## config.mk

```make
export PLATFORM = sky130hd
export DESIGN_NAME = fconvi_mod
export DESIGN_NICKNAME = d
export VERILOG_FILES = /design/src/rtl/fconvi_mod_pkg.sv /design/src/rtl/fconvi_shr.sv /design/src/rtl/fconvi_mod.sv
export SDC_FILE = /design/constraint.sdc
export NUM_CORES = 1
export LEC_CHECK = 0
export BUFFER_PORTS_ARGS = -buffer_cell sky130_fd_sc_hd__buf_2
export CAP_MARGIN = 20
export CORE_AREA = 2 2 283 285
export CTS_CLUSTER_SIZE = 14
export DETAILED_ROUTE_END_ITERATION = 10
export DIE_AREA = 0 0 285 287
export PLACE_DENSITY = 0.43
export SYNTH_ARGS = -nofsm -noshare
export SYNTH_HDL_FRONTEND = slang
export SYNTH_HIERARCHICAL = 1
export SYNTH_SLANG_ARGS = --single-unit
```

## constraint.sdc

```tcl
create_clock -name clk -period 3.9 [get_ports clk]
set_input_delay 1.17 -clock clk [delete_from_list [all_inputs] [get_ports clk]]
set_output_delay 1.17 -clock clk [all_outputs]
set_load 0.03 [all_outputs]
```

## src/rtl/fconvi_mod_pkg.sv

```systemverilog
// rtl/fconvi_mod_pkg.sv - shared constants, stage records and rounding helper for fconvi_mod
package fconvi_mod_pkg;

  typedef enum logic [1:0] {
    FMT_SNG = 2'd0,
    FMT_DBL = 2'd1,
    FMT_EXT = 2'd2
  } fmt_e;

  localparam logic [1:0] RM_RNE = 2'b00;
  localparam logic [1:0] RM_RTZ = 2'b01;
  localparam logic [1:0] RM_RDN = 2'b10;
  localparam logic [1:0] RM_RUP = 2'b11;

  localparam logic [63:0] SAT_S_MAX = 64'h7fff_ffff_ffff_ffff;
  localparam logic [63:0] SAT_S_MIN = 64'h8000_0000_0000_0000;
  localparam logic [63:0] SAT_U_MAX = 64'hffff_ffff_ffff_ffff;
  localparam logic [63:0] SAT_U_MIN = 64'h0;

  localparam int SNG_EW = 8;
  localparam int DBL_EW = 11;
  localparam int EXT_EW = 16;
  localparam logic [15:0] SNG_BIAS = 16'd127;
  localparam logic [15:0] DBL_BIAS = 16'd1023;
  localparam logic [15:0] EXT_BIAS = 16'h7fff;

  typedef struct packed {
    logic        sign;
    logic        is_s;
    logic [1:0]  rm;
    logic        nan;
    logic        inf;
    logic [16:0] k;
    logic [63:0] sig;
  } s1_t;

  typedef struct packed {
    logic        sign;
    logic        is_s;
    logic [1:0]  rm;
    logic        nan;
    logic        ovf;
    logic [63:0] mag;
    logic        guard;
    logic        sticky;
  } s2_t;

  // Magnitude increment for sign-magnitude rounding.
  function automatic logic round_up(input logic [1:0] rm, input logic sign,
                                    input logic lsb, input logic g, input logic s);
    case (rm)
      RM_RNE:  return g & (s | lsb);
      RM_RDN:  return sign & (g | s);
      RM_RUP:  return ~sign & (g | s);
      default: return 1'b0;
    endcase
  endfunction

endpackage

```

## src/rtl/fconvi_shr.sv

```systemverilog
// rtl/fconvi_shr.sv - 64-bit logical right shifter returning {result, guard, sticky}
module fconvi_shr (
  input  logic [63:0] data,
  input  logic [5:0]  amt,
  output logic [63:0] res,
  output logic        guard,
  output logic        sticky
);

  logic [127:0] wide;

  assign wide   = {data, 64'b0} >> amt;
  assign res    = wide[127:64];
  assign guard  = wide[63];
  assign sticky = |wide[62:0];

endmodule

```

## src/rtl/fconvi_mod.sv

```systemverilog
// rtl/fconvi_mod.sv - FP to 64-bit integer converter, 3 stages; FCONVI_RMODE_EN adds rmode input
module fconvi_mod
  import fconvi_mod_pkg::*;
#(
  parameter logic [15:0] BIAS = 16'h7fff
) (
  input  logic        clk,
  input  logic        rst,
  input  logic        en,
  input  logic        clkEn,
  input  logic [81:0] A,
  input  logic        fromSNG,
  input  logic        fromDBL,
  input  logic        fromEXT,
  input  logic        isS,
`ifdef FCONVI_RMODE_EN
  input  logic [1:0]  rmode,
`endif
  output logic [64:0] res,
  output logic [1:0]  flg,
  output logic        alt
);

  logic [1:0] rm_in;
`ifdef FCONVI_RMODE_EN
  assign rm_in = rmode;
`else
  assign rm_in = RM_RTZ;
`endif

  logic unused_bit;
  assign unused_bit = A[32];

  fmt_e        fmt;
  logic        op_ok;
  logic [15:0] e;
  logic [15:0] bias;
  logic        is_max, frac_nz;
  s1_t         s1_d, s1_q;
  logic        v1, v2;

  assign op_ok = en & (fromSNG | fromDBL | fromEXT);

  always_comb begin
    fmt = fromEXT ? FMT_EXT : (fromDBL ? FMT_DBL : FMT_SNG);
    s1_d      = '0;
    s1_d.is_s = isS;
    s1_d.rm   = rm_in;
    e         = '0;
    bias      = SNG_BIAS;
    is_max    = 1'b0;
    frac_nz   = 1'b0;
    case (fmt)
      FMT_EXT: begin
        s1_d.sign = A[80];
        e         = {A[81], A[65], A[79:66]};
        bias      = BIAS;
        s1_d.sig  = {A[64:33], A[31:0]};
        is_max    = &e;
        frac_nz   = |s1_d.sig[62:0];
      end
      FMT_DBL: begin
        s1_d.sign = A[63];
        e         = {{(EXT_EW-DBL_EW){1'b0}}, A[62], A[64], A[61:53]};
        bias      = DBL_BIAS;
        s1_d.sig  = (e != 16'd0) ? {1'b1, A[52:33], A[31:0], 11'b0} : 64'd0;
        is_max    = &e[DBL_EW-1:0];
        frac_nz   = |{A[52:33], A[31:0]};
      end
      default: begin
        s1_d.sign = A[31];
        e         = {{(EXT_EW-SNG_EW){1'b0}}, A[30:23]};
        s1_d.sig  = (e != 16'd0) ? {1'b1, A[22:0], 40'b0} : 64'd0;
        is_max    = &e[SNG_EW-1:0];
        frac_nz   = |A[22:0];
      end
    endcase
    s1_d.k   = {1'b0, e} - {1'b0, bias};
    s1_d.nan = is_max & frac_nz;
    s1_d.inf = is_max & ~frac_nz;
  end

  // Stage 2: position the binary point at bit 0 of the magnitude.
  logic        k_neg, k_big, k_m1;
  logic [5:0]  amt;
  logic [63:0] sh_res;
  logic        sh_g, sh_s;
  s2_t         s2_d, s2_q;

  assign k_neg = s1_q.k[16];
  assign k_big = ~k_neg & (|s1_q.k[15:6]);
  assign k_m1  = (s1_q.k == 17'h1ffff);
  assign amt   = 6'd63 - s1_q.k[5:0];

  fconvi_shr u_shr (
    .data   (s1_q.sig),
    .amt    (amt),
    .res    (sh_res),
    .guard  (sh_g),
    .sticky (sh_s)
  );

  always_comb begin
    s2_d        = '0;
    s2_d.sign   = s1_q.sign;
    s2_d.is_s   = s1_q.is_s;
    s2_d.rm     = s1_q.rm;
    s2_d.nan    = s1_q.nan;
    s2_d.ovf    = k_big | s1_q.inf;
    if (k_neg) begin
      s2_d.guard  = k_m1 & s1_q.sig[63];
      s2_d.sticky = k_m1 ? |s1_q.sig[62:0] : |s1_q.sig;
    end else if (!k_big) begin
      s2_d.mag    = sh_res;
      s2_d.guard  = sh_g;
      s2_d.sticky = sh_s;
    end
  end

  // Stage 3: round, range-check against the target type, then saturate.
  logic        inc, ovf;
  logic [64:0] rmag;
  logic [63:0] r_d;
  logic [1:0]  f_d;

  always_comb begin
    inc  = round_up(s2_q.rm, s2_q.sign, s2_q.mag[0], s2_q.guard, s2_q.sticky);
    rmag = {1'b0, s2_q.mag} + {64'd0, inc};
    if (s2_q.is_s)
      ovf = s2_q.ovf | rmag[64] | (~s2_q.sign & rmag[63]) |
            (s2_q.sign & rmag[63] & (|rmag[62:0]));
    else
      ovf = s2_q.ovf | rmag[64] | (s2_q.sign & (|rmag));
    f_d = {1'b0, s2_q.guard | s2_q.sticky};
    r_d = s2_q.sign ? (64'd0 - rmag[63:0]) : rmag[63:0];
    if (s2_q.nan) begin
      r_d = s2_q.is_s ? SAT_S_MIN : SAT_U_MIN;
      f_d = 2'b10;
    end else if (ovf) begin
      if (s2_q.is_s) r_d = s2_q.sign ? SAT_S_MIN : SAT_S_MAX;
      else           r_d = s2_q.sign ? SAT_U_MIN : SAT_U_MAX;
      f_d = 2'b10;
    end
  end

  always_ff @(posedge clk or negedge rst) begin
    if (!rst) begin
      v1   <= 1'b0;
      v2   <= 1'b0;
      s1_q <= '0;
      s2_q <= '0;
      res  <= '0;
      flg  <= '0;
      alt  <= 1'b0;
    end else if (clkEn) begin
      v1   <= op_ok;
      s1_q <= s1_d;
      v2   <= v1;
      s2_q <= s2_d;
      alt  <= v2;
      res  <= {1'b0, r_d};
      flg  <= f_d;
    end
  end

endmodule

```

==> results of run 1 <==
[cell families after synthesis]
group,share of synthesized area (%)
AND/OR/NAND/NOR,22.3
flip-flops,30.2
adder cells (fa/ha/maj),0.468
XOR/XNOR,6.27
other,0.0200
multiplexers,15.1
AO/OA/AOI/OAI,17.6
buffers and inverters,8.05
[worst max-delay path, cell delays in order (launching register included)]
cell and delay (ns):
dfrtp_1 0.42, nor3b_4 0.33, buf_6 0.17, ha_2 0.21, nand2_2 0.09, nor4_4 0.22
buf_4 0.18, buf_4 0.14, buf_4 0.16, nand2_2 0.11, buf_4 0.18, o31ai_2 0.23
nand4_1 0.17, nor3b_2 0.24, nand2_2 0.14, o21bai_4 0.17, buf_4 0.13, a21o_4 0.19
buf_12 0.16, buf_12 0.16, o221ai_2 0.11
[final timing paths]
path                                  to     start
max in group asynchronous       s1_q[64]       rst
worst max-delay path             res[23]  s2_q[68]
min in group clk                s1_q[83]  s1_q[83]
worst min-delay path            s2_q[13]       rst
worst min register to register  s1_q[83]  s1_q[83]
worst max register to register   res[23]  s2_q[68]
[report_power, final]
group | switching (mW) | internal, mW | total (mW)
Clock | 1.08 | 1.64 | 2.72
Sequential | 0.218 | 2.59 | 2.80
Combinational | 2.37 | 1.70 | 4.08
Total | 3.67 | 5.93 | 9.60
[cell usage after synthesis (6+ instances only)]
cell type	count
nand2_1	378
dfrtp_1	226
o21ai_0	189
inv_1	163
nor2_1	156
xnor2_1	102
clkbuf_1	81
a21oi_1	66
mux2i_1	64
nor4_1	64
mux4_2	63
mux2_2	61
nand3_1	61
o221ai_1	58
nand4_1	51
nor3_1	32
o22ai_1	29
xor2_1	27
a22oi_1	26
buf_1	24
buf_6	16
o31ai_1	16
and2_1	14
buf_2	14
o211ai_1	13
a211oi_1	12
a31oi_1	12
buf_4	12
nor2b_1	12
and4_1	11
or3_1	11
and3_1	9
ha_1	7
mux2_1	7
a221oi_1	6
nand2b_1	6
[per-stage QoR]
stage | cell area, sq um | setup TNS [ns] | utilization [%] | cells | setup slack (ns)
finish | 25100 | -6.46 | 31.9 | 3731 | -0.148
global route | 25100 | -19.90 | 31.9 | 3731 | -0.350
CTS | 24600 | -10.43 | 31.3 | 3720 | -0.199
detailed placement | 22800 | -61.92 | 29.0 | 3640 | -0.981
global placement | 22800 | -55.07 | 29.0 | 3639 | -0.856
floorplan | 18700 | 0 | - | 2245 | 0.147
[final cells by class]
| type | instances | share of cell area [%] |
|---|---|---|
| Timing Repair inverter | 1 | 0.0250 |
| Clock inverter | 10 | 0.559 |
| Timing Repair Buffer | 545 | 16.9 |
| Inverter | 166 | 2.51 |
| Sequential cell | 226 | 22.6 |
| Tap cell | 1050 | 5.24 |
| Clock buffer | 39 | 3.24 |
| Multi-Input combinational cell | 1694 | 48.9 |
[flip-flops by register name, indices dropped and copies added (netlist names)]
name	count
s1_q	85
alt	1
flg	2
v2	1
res	64
s2_q	71
v1	1
k_neg	1
[metal layers]
layer | wire length, um | part of all wire (%)
met2 | 36100 | 47
met4 | 1990 | 2.6
met1 | 35600 | 46
met5 | 0 | 0
met3 | 3310 | 4.3
[timing repair]
item                       CTS  global route
buffers inserted            24             8
gates cloned                 7             4
setup endpoints to repair   67            67
hold buffers                 0             0
pin swaps                   38            32
gates resized for setup     94            64
==> flow_summary.json, run 1 <==
{
  "clock.fmax_mhz": 247,
  "synth_flop_cell": "dfrtp_1",
  "synth_top_cell_by_area": "dfrtp_1",
  "drt_first_iter_violations": 1367,
  "drive_gt1_share_pct": 32.6,
  "fillers": 8490,
  "rr_worst_depth": 20,
  "p_per_area_nw_per_um2": 383,
  "synth_area_sq_um": 18700,
  "endpoint_kind": "flop",
  "outcome": "finished, violations left",
  "die_area_sq_um": 81800,
  "worstSetupStartpointType": "flop",
  "groute.usage.overall_pct": 18.2,
  "antenna_found_initial": 0,
  "viasPerCell": 5.04,
  "die_y_um": 287,
  "core_area_sq_um": 78600,
  "firstDrtPassIters": 5,
  "whs_ns": 0.430,
  "grt_first_pass_wirelength_um": 117000,
  "ys_types": 105,
  "routed_wirelength_um": 77000,
  "synth_seq_area_share_pct": 30.2,
  "numPortBuffers": 155,
  "place_congestion": 0.906,
  "max_cap_violations": 0,
  "avgSynthCellArea_sq_um": 8.34,
  "arrival_ns": 4.48,
  "initial_core_util_pct": 23.8,
  "ys_ff_latch": 226,
  "met3_usage_pct": 1.73,
  "crit_type": "reg -> reg",
  "max_slew_margin_pct": 38.3,
  "vias": 18800,
  "synthCells": 2245,
  "drv_slew": 0,
  "dp_hpwl_um": 58500,
  "fp.dieW_um": 285,
  "violations": "negative setup slack",
  "layout_common_cells": "374 x nand2_1, 342 x buf_4, 224 x dfrtp_1",
  "power_mw": 9.60,
  "rsz0062_at_grt": "true",
  "num_rows": 103,
  "io_pins": 158,
  "register_area_sq_um": 5660,
  "cts_sinks": 226,
  "clkTransAtPathRegs_ns": 0.06,
  "setup_slack_ns": -0.148,
  "clock_skew_ns": 0.0225,
  "cts_max_level": 1,
  "tritoncts": "yes",
  "drc": 0,
  "grt_max_degree": 90,
  "synth_top_area_share_pct": 30.2,
  "root_buffer": "clkbuf_16",
  "grt_util_met2_pct": 30.7,
  "gr-usage-met1_pct": 25.2,
  "p_leak_nw": 10.5,
  "syn_to_final_growth_pct": 33.9,
  "peakVddDrop_mv": 0.335,
  "ys_top_cells_by_area": "dfrtp_1 30%, mux4_2 7.6%, nand2_1 7.6%, o21ai_0 5.1%, xnor2_1 4.8%",
  "wire_per_inst_um": 20.6,
  "final_common_cell": "nand2_1",
  "min_period_ns": 4.05,
  "grt_overflow": 0,
  "crit_fanout": 8,
  "fin_crit_sh_pct": 104,
  "antenna_cells": 0,
  "required_ns": 4.33,
  "min_path_type": "in -> async",
  "max_slew.worst_pin.slew_ns": 0.913,
  "synth-async-reset-ratio_pct": 100,
  "rrSetupSlack_ns": -0.15,
  "setup-violations-final": 64,
  "drtAntennaViolNets": 0,
  "numCtsBuffers": 29,
  "fin_nets": 2760,
  "top_usage_layer": "met2",
  "worstSkewPairLatency_ns": 0.58,
  "first_global_vias": 18700,
  "synth_edf_count": 0,
  "cts_buffer_depth": 3,
  "hold_violations": 0,
  "syn_nets": 2342,
  "multi_input_area_sq_um": 12300,
  "yosysWarnings": 6
}
Power figures use the tool's default switching activity.
==> inputs of run 2 (changes only) <==
BUFFER_PORTS_ARGS = default   (was -buffer_cell sky130_fd_sc_hd__buf_2)
DONT_BUFFER_PORTS = 1   (was default)
PLACE_DENSITY = 0.41   (was 0.43)
SKIP_CTS_REPAIR_TIMING = 1   (was default)
==> flow_summary.json, run 2 (same netlist as run 1, synthesis figures left out) <==
{
  "antenna_found_initial": 1,
  "rr_worst_depth": 21,
  "core_area_sq_um": 78600,
  "hold_violations": 0,
  "largest_register": "s1_q",
  "design_area_sq_um": 24100,
  "cts_max_level": 1,
  "worstSkewPairLatency_ns": 0.57,
  "pre_cts_slack_ns": -0.867,
  "setup_slack_ns": -0.251,
  "crit_fanout": 8,
  "max_cap_violations": 0,
  "p_per_area_nw_per_um2": 385,
  "regToRegStartpoint": "s2_q[0]",
  "cts_sinks": 226,
  "drtAntennaViolNets": 0,
  "switching_power_mw": 3.48,
  "fp.dieW_um": 285,
  "rrSetupSlack_ns": -0.25,
  "fillers": 8472,
  "antenna_cells": 0,
  "initial_core_util_pct": 23.8,
  "clkTransAtPathRegs_ns": 0.06,
  "pwr-share-comb_pct": 37.1,
  "clock.fmax_mhz": 241,
  "worstSetupStartpointType": "flop",
  "vias": 18200,
  "peakVddDrop_mv": 0.304,
  "grt_first_pass_wirelength_um": 112000,
  "p_leak_nw": 9.90,
  "setup-violations-final": 66,
  "numCtsBuffers": 29,
  "grt_overflow": 0,
  "layout_common_cells": "376 x nand2_1, 331 x buf_4, 225 x dfrtp_1",
  "crit_type": "reg -> reg",
  "min_path_type": "in -> async",
  "routed_wirelength_um": 76900,
  "violations": "negative setup slack",
  "drive_gt1_share_pct": 27.2,
  "pwr-share-seq_pct": 33.7,
  "top_regs": "s1_q x85, s2_q x71, res x64",
  "clkPwrFrac_pct": 29.2,
  "fin_nets": 2590,
  "clock_skew_ns": 0.0141,
  "max_slew.worst_pin.slew_ns": 0.831,
  "drt_first_iter_violations": 1245,
  "dp_hpwl_um": 56100,
  "place_area_sq_um": 21800,
  "largest_register_ffs": 85,
  "viasPerCell": 5.10,
  "first_global_vias": 18000,
  "num_rows": 103,
  "netSwitchingFraction_pct": 37.5,
  "numPortBuffers": 0,
  "tritoncts": "yes",
  "fin_setup_tns_ns": -13.04,
  "grt_max_degree": 313,
  "io_pins": 158,
  "final_util_pct": 30.6,
  "endpoint_kind": "flop",
  "fin_crit_sh_pct": 106,
  "die_area_sq_um": 81800,
  "rsz0062_at_grt": "true",
  "root_buffer": "clkbuf_16",
  "place_congestion": 0.908,
  "die_y_um": 287,
  "arrival_ns": 4.58,
  "min_period_ns": 4.15,
  "whs_ns": 0.304,
  "drv_slew": 0,
  "required_ns": 4.33,
  "max_slew_margin_pct": 43.9,
  "intPower_mw": 5.80,
  "outcome": "finished, violations left",
  "timing.rr.end": "res[10]",
  "groute.usage.overall_pct": 17.3,
  "firstDrtPassIters": 5,
  "syn_to_final_growth_pct": 28.6,
  "cts_buffer_depth": 3,
  "final_common_cell": "nand2_1",
  "wire_per_inst_um": 21.6,
  "drc": 0
}
==> run 2: changes by cell type in the layout (fill, tap and decap cells not counted), moves of 4 or more <==
cell       delta
buf_4        -11
buf_2       -153
o31ai_1       +4
o221ai_2     -13
o31ai_2       -5
clkbuf_16     +7
o221ai_1     +12
==> run 2: stage by stage <==
stage / total power, mW / std cells
after floorplan: 4.99 / 2245
after global placement: 6.27 / 3475
after detailed placement: 6.28 / 3475
after CTS: 9.05 / 3526
after global routing: 9.74 / 3563
final: 9.28 / 3563
==> run 2: cell type report <==
class                      count  area (sq um)  area share [%]
multi-input combinational   1694         12200            50.6
sequential                   226          5660            23.5
timing repair buffer         376          3350            13.9
tap                         1050          1310            5.45
clock buffer                  42           845            3.51
inverter                     166           628            2.61
clock inverter                 9           108           0.447
==> run 2: worst max path at each step <==
stage              from      end  slack, ns
4_1_cts        s2_q[68]  res[10]      -0.89
3_5_place_dp   s2_q[68]  res[10]      -0.87
5_1_grt         s2_q[2]   res[3]      -0.50
3_3_place_gp    s2_q[2]   res[1]      -0.83
6_report        s2_q[0]  res[10]      -0.25
2_1_floorplan   s2_q[2]  res[44]       0.15
==> run 2: power groups by stage <==
stage	Clock (mW)	Sequential, mW	Combinational, mW
finish	2.71	3.13	3.44
global placement	0	3.16	3.11
floorplan	0	3.06	1.94
CTS	2.79	3.13	3.13
global route	2.87	3.17	3.70
detailed placement	0	3.17	3.11
==> run 2: critical path, stage by stage (launching register included) <==
cell and delay [ns]:
dfrtp_1 0.36, nor2_2 0.06, nor3b_4 0.29, buf_6 0.17, ha_4 0.14, buf_6 0.12
nand2_4 0.06, buf_6 0.13, nor4_4 0.29, xnor2_2 0.14, nor4_2 0.29, buf_4 0.17
nand4_1 0.08, buf_4 0.17, nor4_4 0.30, buf_4 0.18, nand3_4 0.12, o21bai_4 0.23
a21o_4 0.24, buf_4 0.16, buf_16 0.14, o221ai_1 0.13
==> run 2: per-layer routing <==
layer  wire length [um]  GRT usage, %  vias up
met1              35600          24.2     8941
met4               2160          4.02        0
met3               3860          2.42      112
met5                  0             0        -
met2              35300          28.3      499
li1                   -             -     8606
